===== src/rtl/i2s_adc_receiver.sv =====
// i2s_adc_receiver
//
// Deserializes the codec's I2S ADC stream on the codec bit clock. It presents
// one WORD_LENGTH-bit left sample and one right sample per frame, each with a
// one-cycle strobe. It also flags words cut short by an early word-select edge.
//
// Ports
//   clk          : codec bit clock (AUD_BCLK). Everything runs on its rising edge.
//   reset        : asynchronous, active-high reset.
//   AUD_ADCLRCK  : word select, 0 = left, 1 = right. Changes on the falling edge.
//   AUD_ADCDAT   : serial data, MSB first, one bit-clock after the LRCK edge.
//   Channel_L    : last complete left sample (two's complement).
//   Channel_R    : last complete right sample (two's complement).
//   shot_L       : one-cycle pulse when Channel_L is updated.
//   shot_R       : one-cycle pulse when Channel_R is updated.
//   frame_error  : one-cycle pulse when a word is truncated by an early LRCK edge.
module i2s_adc_receiver #(
    parameter int WORD_LENGTH = 16
) (
    input  logic                   clk,
    input  logic                   reset,
    input  logic                   AUD_ADCLRCK,
    input  logic                   AUD_ADCDAT,
    output logic [WORD_LENGTH-1:0] Channel_L,
    output logic [WORD_LENGTH-1:0] Channel_R,
    output logic                   shot_L,
    output logic                   shot_R,
    output logic                   frame_error
);

    localparam int CW = (WORD_LENGTH > 1) ? $clog2(WORD_LENGTH) : 1;
    localparam logic [CW-1:0] LAST_BIT = CW'(WORD_LENGTH - 1);

    typedef enum logic [1:0] {
        ARM,      // one cycle after reset to load lrck_q; edges are not evaluated
        SYNC,     // discard data until the first observed LRCK edge
        CAPTURE,  // shifting in a word
        WAIT      // ignoring padding bits of a slot longer than WORD_LENGTH
    } state_t;

    state_t                 state;
    logic                   lrck_q;
    logic                   chan;
    logic [CW-1:0]          cnt;
    // The LSB is taken straight from the pin in the publish cycle, so only
    // WORD_LENGTH-1 bits ever need to be held.
    logic [WORD_LENGTH-2:0] shift;

    logic                   lrck_edge;
    logic [WORD_LENGTH-1:0] word_next;

    assign lrck_edge = (AUD_ADCLRCK != lrck_q);
    assign word_next = {shift, AUD_ADCDAT};

    // NOTE: all state uses non-blocking assignments, so every branch below sees
    // the values from before this edge. The publish and restart in the same
    // cycle depend on that.
    always_ff @(posedge clk or posedge reset) begin
        // NOTE: every register, including the sample outputs, is cleared by
        // reset. The outputs must read 0 immediately and never show a stale word.
        if (reset) begin
            state       <= ARM;
            lrck_q      <= 1'b0;
            chan        <= 1'b0;
            cnt         <= '0;
            shift       <= '0;
            Channel_L   <= '0;
            Channel_R   <= '0;
            shot_L      <= 1'b0;
            shot_R      <= 1'b0;
            frame_error <= 1'b0;
        end else begin
            lrck_q      <= AUD_ADCLRCK;
            shot_L      <= 1'b0;
            shot_R      <= 1'b0;
            frame_error <= 1'b0;

            unique case (state)
                ARM: state <= SYNC;

                SYNC, WAIT: begin
                    // The bit sampled in the edge cycle belongs to the previous
                    // slot (I2S one-bit delay), so capture starts next cycle.
                    if (lrck_edge) begin
                        chan  <= AUD_ADCLRCK;
                        cnt   <= '0;
                        state <= CAPTURE;
                    end
                end

                CAPTURE: begin
                    shift <= word_next[WORD_LENGTH-2:0];
                    if (cnt == LAST_BIT) begin
                        if (chan) begin
                            Channel_R <= word_next;
                            shot_R    <= 1'b1;
                        end else begin
                            Channel_L <= word_next;
                            shot_L    <= 1'b1;
                        end
                        // An exactly-W-bit slot: the LSB shares its cycle with
                        // the next edge, so restart immediately.
                        if (lrck_edge) begin
                            chan <= AUD_ADCLRCK;
                            cnt  <= '0;
                        end else begin
                            state <= WAIT;
                        end
                    end else if (lrck_edge) begin
                        // Word cut short: drop it and start the new channel.
                        frame_error <= 1'b1;
                        chan        <= AUD_ADCLRCK;
                        cnt         <= '0;
                    end else begin
                        cnt <= cnt + 1'b1;
                    end
                end

                default: state <= ARM;
            endcase
        end
    end

endmodule


===== config.mk =====
export PLATFORM = sky130hd
export DESIGN_NAME = i2s_adc_receiver
export DESIGN_NICKNAME = d
export VERILOG_FILES = /design/src/rtl/i2s_adc_receiver.sv
export SDC_FILE = /design/constraint.sdc
export NUM_CORES = 1
export LEC_CHECK = 0
export ABC_AREA = 1
export BUFFER_PORTS_ARGS = -buffer_cell sky130_fd_sc_hd__buf_2
export CORE_MARGIN = 3
export CORE_UTILIZATION = 45
export DETAILED_ROUTE_END_ITERATION = 12
export GPL_TIMING_DRIVEN = 0
export PLACE_DENSITY_LB_ADDON = 0.1
export SLEW_MARGIN = 5
export SYNTH_ARGS = -nofsm -noshare
export SYNTH_HDL_FRONTEND = slang
export SYNTH_SLANG_ARGS = --single-unit

===== constraint.sdc =====
create_clock -name clk -period 1.7 [get_ports clk]
set_input_delay 0.255 -clock clk [delete_from_list [all_inputs] [get_ports clk]]
set_output_delay 0.255 -clock clk [all_outputs]
set_load 0.03 [all_outputs]

==> results of run 1 <==
-- cells in the mapped netlist --
cell type / count
nand2_1: 70
dfrtp_1: 58
o21ai_2: 31
inv_1: 29
o21ai_0: 19
nor2_1: 6
buf_6: 5
buf_2: 2
nor3_1: 2
a21oi_1: 1
buf_4: 1
clkbuf_1: 1
ha_1: 1
inv_2: 1
nand2_2: 1
nand3_1: 1
nand3_2: 1
nand3_4: 1
nand4_1: 1
nor2_2: 1
nor2_4: 1
o21ai_1: 1
xnor2_1: 1
xor2_1: 1
-- state kept, by name, indices dropped and copies added (netlist names) --
| signal | cells |
|---|---|
| Channel_L | 16 |
| Channel_R | 16 |
| chan | 1 |
| cnt | 4 |
| frame_error | 1 |
| lrck_q | 1 |
| shift | 15 |
| shot_L | 1 |
| shot_R | 1 |
| state | 2 |
-- logic make-up after synthesis --
family,count (synthesis),share of synthesized area (%)
flip-flops,58,60.32
buffers and inverters,39,7.904
AO/OA/AOI/OAI,52,15.65
adder cells (fa/ha/maj),1,0.5199
XOR/XNOR,2,0.7282
AND/OR/NAND/NOR,85,14.87
-- metal layers --
metal / wire length (um) / share of wire [%]
met3: 220 / 4.4
met5: 0 / 0
met4: 85 / 1.7
met1: 2477 / 50
met2: 2193 / 44
-- layout by cell type (no fill, tap or decap) --
master,Yosys,routed
nand3_1,1,1
buf_4,1,1
clkbuf_8,0,11
buf_6,5,5
nand2_2,1,1
o21ai_2,31,31
clkbuf_1,1,1
buf_2,2,40
buf_12,0,1
a21oi_1,1,1
bufinv_16,0,1
xor2_1,1,1
o21ai_0,19,19
nand2_1,70,70
nor2_1,6,6
nand4_1,1,1
nor3_1,2,2
dfrtp_1,58,58
dlygate4sd3_1,0,1
nor2_2,1,1
o21ai_1,1,1
inv_2,1,2
inv_1,29,28
clkinvlp_4,0,1
nor2_4,1,1
nand3_4,1,1
clkinv_2,0,3
nand3_2,1,1
xnor2_1,1,1
ha_1,1,1
-- power by group through the flow --
stage	sequential, uW	combinational [uW]	clock (uW)
after floorplan	1480	92.7	0
after global placement	1480	135	0
after detailed placement	1480	144	0
after CTS	1450	146	1310
after global routing	1460	162	1370
final	1460	142	1280
-- layout make-up --
| class | count | area (um^2) |
|---|---|---|
| buffer | 9 | 77.57 |
| clock buffer | 11 | 151.4 |
| clock inverter | 5 | 52.55 |
| fill | 453 | 2028 |
| inverter | 30 | 112.6 |
| multi-input combinational | 140 | 764.5 |
| sequential | 58 | 1451 |
| tap | 67 | 83.83 |
| timing repair buffer | 40 | 220.2 |
-- critical path, stage by stage, from the launching register on --
cell and delay, ns:
dfrtp_1 0.42, ha_1 0.25, nand3_2 0.13, inv_2 0.10, nand3_4 0.10, buf_4 0.22, nand2_1 0.08, o21ai_2 0.05
-- worst min-delay path by stage --
stage                start            to  cells past startpoint
2_1_floorplan  AUD_ADCLRCK        lrck_q                      0
3_3_place_gp   AUD_ADCLRCK        lrck_q                      1
3_5_place_dp         reset  Channel_R[7]                      2
4_1_cts        AUD_ADCLRCK        lrck_q                      1
5_1_grt        AUD_ADCLRCK        lrck_q                      1
6_report       AUD_ADCLRCK        lrck_q                      1
-- stage by stage --
step	setup TNS, ns	std cells
global route	0	360
CTS	0	360
detailed placement	0	343
finish	0	360
global placement	-44.81	342
floorplan	0	237
==> results.txt, run 1 <==
status -> finished, final reports clean
Post-DP HPWL -> 3292 um
CTS Buf Count -> 9
final core area utilization -> 58.96%
Least-Margin Pin Slew -> 0.4648 ns
clk_lat worst skew -> 0.33 ns
TritonCTS clock tree -> yes
Synth area leader -> dfrtp_1
GR Util All Layers -> 17.69%
R2R Path Start -> cnt[0]
r2r setup slk -> 0.24 ns
DRC Markers -> 0
Reg power frac -> 50.5%
GRT busiest layer -> met2
Syn Std Cell Area -> 2406 um^2
Fin Hold WS -> 0.1038 ns
Final nets -> 293
clock sink total -> 58
Peak VDD IR -> 0.5138 mV
reg2reg path depth -> 7
DR vias -> 1,727
Clock Skew -> 0.007879 ns
GRT met3 Usage -> 4.082%
Power, Total -> 2881 uW
critical path capture point type -> register
Critical Path Fanout Max -> 10
net switching share of the total power -> 23.26%
Antenna diodes -> 0
IO Pins -> 39
clk slew on worst S/H paths -> 0.06 ns
Post-CTS Setup Bufs -> 0
pwr/cell area -> 988.7 nW/um^2
CP Class -> register to register
max_cap viols -> 0
HP Class -> input pin to register
initial antenna violation count -> 0
Core ar. -> 4942 um^2
first-pass GRT wire length -> 8328 um
Critical R2R Capture -> Channel_R[14]
DIE AREA -> 6260 um^2
post-synthesis sequential area ratio -> 60.32%
routability cong. -> 0.8019
Max clock buf depth -> 2
DR WL/cell -> 13.82 um
design area -> 2914 um^2
GR Util met1 -> 24.35%
vias in the first global route -> 1,663
share of total power in the clock network -> 44.6%
# setup viols final -> 0
initial DRC count -> 63
DRT antenna net count -> 0
Syn Area/Cell -> 10.15 um^2
CTS root buffer -> clkbuf_8
largest net degree at the start of global routing -> 40
P_sw -> 670.1 uW
Leak -> 0.001549 uW
IO Port Bufs -> 38
Initial Util -> 48.68%
synth warn -> 0
RSZ-0062 raised after global routing -> no
number of cells upsized or downsized after cts -> 0
crit path from -> cnt[0]
GR Overflow Total -> 0
share of cells above drive strength 1 -> 34.47%
Synth Register Bits -> 58
CTS H-tree depth -> 3
placed cell areas -> 2700 um^2
final setup margin -> 0.2442 ns
Achievable Freq -> 686.9 MHz
cts-stage hold buffer count -> 1
Pre-antenna DRT Iters -> 5
Cells after Synth -> 237
row count -> 25
Worst EP arrival -> 1.67 ns
dpl ws -> 0.2711 ns
Logic pwr share -> 4.9%
final wirelength -> 4976 um
Int Pwr -> 2211 uW
Die Ht -> 79.12 um
DR vias/cell -> 4.797
Post-Synthesis Net Count -> 242
period utilization -> 85.63%
Slew headroom -> 69.01%
Layout area overhead -> 21.11%
CP Launch Type -> register
routing usage on met2 -> 26.26%
post-synth cell types -> 24
Setup crit end -> Channel_R[14]
top cells by area, synth -> dfrtp_1, o21ai_2, nand2_1, inv_1, o21ai_0
Synth top area share -> 60.32%
final hold viol count -> 0
required time of the worst setup path -> 1.91 ns
die width -> 79.12 um
crit path time final -> 1.456 ns
Final Slew Violations -> 0
Power figures use the tool's default switching activity.
==> run 2, diff against run 1 <==
--- a/config.mk
+++ b/config.mk
@@ -11,7 +11,7 @@
 export CORE_UTILIZATION = 45
 export DETAILED_ROUTE_END_ITERATION = 12
 export GPL_TIMING_DRIVEN = 0
-export PLACE_DENSITY_LB_ADDON = 0.1
+export PLACE_DENSITY = 0.66
 export SLEW_MARGIN = 5
 export SYNTH_ARGS = -nofsm -noshare
 export SYNTH_HDL_FRONTEND = slang
==> constraint.sdc (replaced) <==
create_clock -name clk -period 1.9 [get_ports clk]
set_input_delay 0.285 -clock clk [delete_from_list [all_inputs] [get_ports clk]]
set_output_delay 0.285 -clock clk [all_outputs]
set_load 0.03 [all_outputs]
==> run 2 against run 1 <==
- wire length is 3.6% lower
- core utilization decreased by 0.56 points
- hold slack worse by 0.080 ns
- largest cell class unchanged
- maximum frequency grew 3.0%
- sequential power is 11% lower
- global-route usage hardly changed
==> results.txt, run 2 (synthesis results as in run 1) <==
initial antenna violation count -> 0
most common cell after layout, fill and taps aside -> nand2_1
final hold viol count -> 0
row count -> 25
Layout area overhead -> 19.97%
crit path time final -> 1.414 ns
Largest regs -> Channel_L: 16 flops, Channel_R: 16 flops, shift: 15 flops
DR vias/cell -> 4.721
CP Launch Type -> register
cts-stage hold buffer count -> 0
DR WL/cell -> 13.39 um
Critical Path Fanout Max -> 10
RSZ-0062 raised after global routing -> no
Initial Util -> 48.68%
Final Slew Violations -> 0
reg2reg path depth -> 7
final wirelength -> 4795 um
GR Util All Layers -> 17.70%
DRC Markers -> 0
die width -> 79.12 um
Max clock buf depth -> 2
Antenna diodes -> 0
r2r setup slk -> 0.49 ns
max_cap viols -> 0
status -> finished, final reports clean
critical path capture point type -> register
Peak VDD IR -> 0.5728 mV
Worst EP arrival -> 1.63 ns
clk slew on worst S/H paths -> 0.06 ns
Leak -> 0.001529 uW
CP Class -> register to register
Least-Margin Pin Slew -> 0.6103 ns
Power, Total -> 2512 uW
Pre-antenna DRT Iters -> 4
CTS H-tree depth -> 3
period utilization -> 74.42%
IO Pins -> 39
Filler cells -> 476
Fin Hold WS -> 0.02411 ns
TritonCTS clock tree -> yes
IO Port Bufs -> 38
Slew headroom -> 59.26%
pwr/cell area -> 870.3 nW/um^2
Die Ht -> 79.12 um
initial DRC count -> 51
routability cong. -> 0.7294
number of cells upsized or downsized after cts -> 0
CTS root buffer -> clkbuf_8
first-pass GRT wire length -> 8252 um
Post-CTS Setup Bufs -> 0
R2R Path Start -> cnt[0]
Post-DP HPWL -> 3289 um
Final nets -> 292
GR Overflow Total -> 0
clk_lat worst skew -> 0.33 ns
clock sink total -> 58
DR vias -> 1,690
Core ar. -> 4942 um^2
share of cells above drive strength 1 -> 33.33%
vias in the first global route -> 1,652
Achievable Freq -> 707.3 MHz
DRT antenna net count -> 0
most frequent cells in the layout -> nand2_1, dfrtp_1, buf_2
HP Class -> input pin to asynchronous set/reset pin
Clock Skew -> 0.005965 ns
Critical R2R Capture -> Channel_R[14]
CTS Buf Count -> 9
required time of the worst setup path -> 2.12 ns
# setup viols final -> 0
DIE AREA -> 6260 um^2
largest net degree at the start of global routing -> 32
==> run 2: changes by cell type in the layout (fill, tap and decap cells not counted), sizes merged <==
cell         before  now
clkbuf           12   14
clkinv            3    0
dlygate4sd3       1    0
==> run 2: where the power goes <==
group          switching [uW]  internal [uW]
combinational            87.1           35.9
clock                     450            636
sequential               31.7           1270
total                     569           1940
==> run 2: cell type report <==
cell class	count	area, um^2	share of cell area, %
clock inverters	2	37.54	1.300
flip-flops and latches	58	1451	50.28
repair buffers	39	210.2	7.282
multi-input cells	140	764.5	26.48
clock buffers	13	148.9	5.158
well taps	67	83.83	2.904
plain buffers	9	77.57	2.687
inverters	30	112.6	3.901
==> run 2: metal layers <==
metal	up-vias	part of all wire [%]	track usage (%)
met5	-	0	0
met4	0	2.8	10.31
met3	10	5.6	4.195
met2	43	44	25.67
met1	787	47	24.11
li1	850	-	-
==> run 2: worst max path at each step <==
| stage | end | slack (ns) | depth (start not counted) | start |
|---|---|---|---|---|
| 2_1_floorplan | Channel_L[0] | 0.19 | 1 | reset |
| 3_5_place_dp | shift[8] | 0.48 | 4 | state[0] |
| 5_1_grt | shift[8] | 0.32 | 4 | state[0] |
| 6_report | Channel_R[14] | 0.49 | 7 | cnt[0] |
| 4_1_cts | shift[8] | 0.46 | 4 | state[0] |
| 3_3_place_gp | Channel_R[1] | -0.57 | 2 | reset |
==> run 2: worst max-delay path, stage by stage, from the launching register on <==
cell	delay [ns]
dfrtp_1	0.41
ha_1	0.22
nand3_2	0.12
inv_2	0.10
nand3_4	0.10
buf_4	0.21
nand2_1	0.08
o21ai_2	0.05
==> run 2: per-stage QoR <==
stage | setup TNS [ns] | instances | util (%) | cell area [um^2] | setup slack (ns)
6_report | 0 | 358 | 58.41 | 2887 | 0.4861
5_1_grt | 0 | 358 | 58.41 | 2887 | 0.3163
4_1_cts | 0 | 358 | 58.41 | 2887 | 0.4611
3_5_place_dp | 0 | 343 | 54.63 | 2700 | 0.4802
3_3_place_gp | -32.84 | 342 | 54.23 | 2680 | -0.5693
2_1_floorplan | 0 | 237 | - | 2406 | 0.1870
==> run 3, diff against run 2 <==
==> constraint.sdc (replaced) <==
create_clock -name clk -period 1.4 [get_ports clk]
set_input_delay 0.21 -clock clk [delete_from_list [all_inputs] [get_ports clk]]
set_output_delay 0.21 -clock clk [all_outputs]
set_load 0.03 [all_outputs]
==> run 3 against run 2 <==
- final area grew 3.3%
- clock-buffer cell count shrank 1
- sequential share of layout area shrank 1.6 points
==> results.txt, run 3 (synthesis results as in run 1) <==
IO Pins -> 39
Initial Util -> 48.68%
largest net degree at the start of global routing -> 59
Leak -> 0.001567 uW
vias in the first global route -> 1,649
Slew headroom -> 73.76%
Layout area overhead -> 23.97%
final hold viol count -> 0
final wirelength -> 4912 um
Clock Skew -> 0.007532 ns
initial antenna violation count -> 0
DR WL/cell -> 13.53 um
GR Util All Layers -> 17.12%
crit path time final -> 1.305 ns
Largest regs -> Channel_L: 16 flops, Channel_R: 16 flops, shift: 15 flops
TritonCTS clock tree -> yes
initial DRC count -> 69
CTS Buf Count -> 9
DR vias -> 1,738
row count -> 25
period utilization -> 93.21%
clk_lat worst skew -> 0.32 ns
status -> finished, final reports clean
cell chain of the critical path -> ha_4, nand3_4, inv_2, nand3_4, buf_6, nand2_1, o21ai_2
hold depth -> 1
clock sink total -> 58
clk slew on worst S/H paths -> 0.06 ns
Setup TNS Final -> 0 ns
DIE AREA -> 6260 um^2
Pre-antenna DRT Iters -> 4
Core ar. -> 4942 um^2
Peak VDD IR -> 0.7445 mV
max_cap viols -> 0
die width -> 79.12 um
Die Ht -> 79.12 um
required time of the worst setup path -> 1.61 ns
most frequent cells in the layout -> nand2_1, dfrtp_1, buf_2
R2R Path Start -> cnt[0]
DRT antenna net count -> 0
IO Port Bufs -> 38
routability cong. -> 0.7379
Max clock buf depth -> 2
critical path capture point type -> register
DRC Markers -> 0
Post-DP HPWL -> 3171 um
Levels on crit path -> 7
Worst EP arrival -> 1.52 ns
CP Launch Type -> register
CP Class -> register to register
reg2reg path depth -> 7
Final Slew Violations -> 0
Least-Margin Pin Slew -> 0.3928 ns
Hold Path Origin -> AUD_ADCLRCK
max incr delay on CP -> 0.40 ns
Crit-path slowest cell -> dfrtp_1
Achievable Freq -> 766.3 MHz
CTS root buffer -> clkbuf_8
# setup viols final -> 0
DR vias/cell -> 4.788
CP most frequent cell -> nand3_4
GR Overflow Total -> 0
CTS H-tree depth -> 3
Critical Path Fanout Max -> 10
share of cells above drive strength 1 -> 34.80%
HP Class -> input pin to register
Top Family by Delay on Critical Path -> flip-flops
crit path from -> cnt[0]
final core area utilization -> 60.35%
pwr/cell area -> 1197 nW/um^2
Buf/Inv on CP -> 2
most common cell after layout, fill and taps aside -> nand2_1
r2r setup slk -> 0.1 ns
Antenna diodes -> 0
first-pass GRT wire length -> 8045 um
Final nets -> 297
-- run 3: layout make-up --
type                       instances  area, um^2
buffer                             9       86.33
clock buffer                      12       135.1
clock inverter                     3       65.06
fill                             436        1959
inverter                          30       116.4
multi-input combinational        140       794.5
sequential                        58        1451
tap                               67       83.83
timing repair buffer              44       250.2
-- run 3: power breakdown --
part / switching [uW] / total, uW / internal [uW]
Clock: 598 / 1590 / 992
Sequential: 45.2 / 1770 / 1730
Combinational: 134 / 209 / 75.8
-- run 3: worst paths after layout --
path / end
max: Channel_R[11]
min: lrck_q
max reg2reg: Channel_R[11]
min reg2reg: Channel_L[5]
max in group asynchronous: Channel_L[15]
min in group asynchronous: Channel_L[7]
-- run 3: what timing repair did --
item / 4_1_cts / 5_1_grt
endpoints found under the setup margin: 26 / 36
hold buffers: 0 / 1
resized for setup: 1 / 8
pin swaps: 0 / 2
endpoints found under the hold margin: 0 / 16
buffers inserted: 2 / 2
-- run 3: layer usage --
metal  share of wire [%]  track usage, %
met1                  48           23.57
met2                  46           25.42
met3                 3.8           4.082
met4                 1.7           8.247
met5                   0               0
-- run 3: through the flow --
| step | setup WS (ns) | hold slack [ns] | cell area (um^2) | power [uW] | std cells |
|---|---|---|---|---|---|
| after floorplan | 0.1260 | 0.2414 | 2410 | 1914 | 237 |
| after global placement | -0.006934 | 0.3843 | 2684 | 1960 | 342 |
| after detailed placement | -0.04785 | 0.3869 | 2684 | 1965 | 342 |
| after CTS | 0.007804 | 0.04423 | 2902 | 3580 | 359 |
| after global routing | -0.004763 | 0.04278 | 2983 | 3717 | 363 |
| final | 0.09503 | 0.06225 | 2983 | 3570 | 363 |
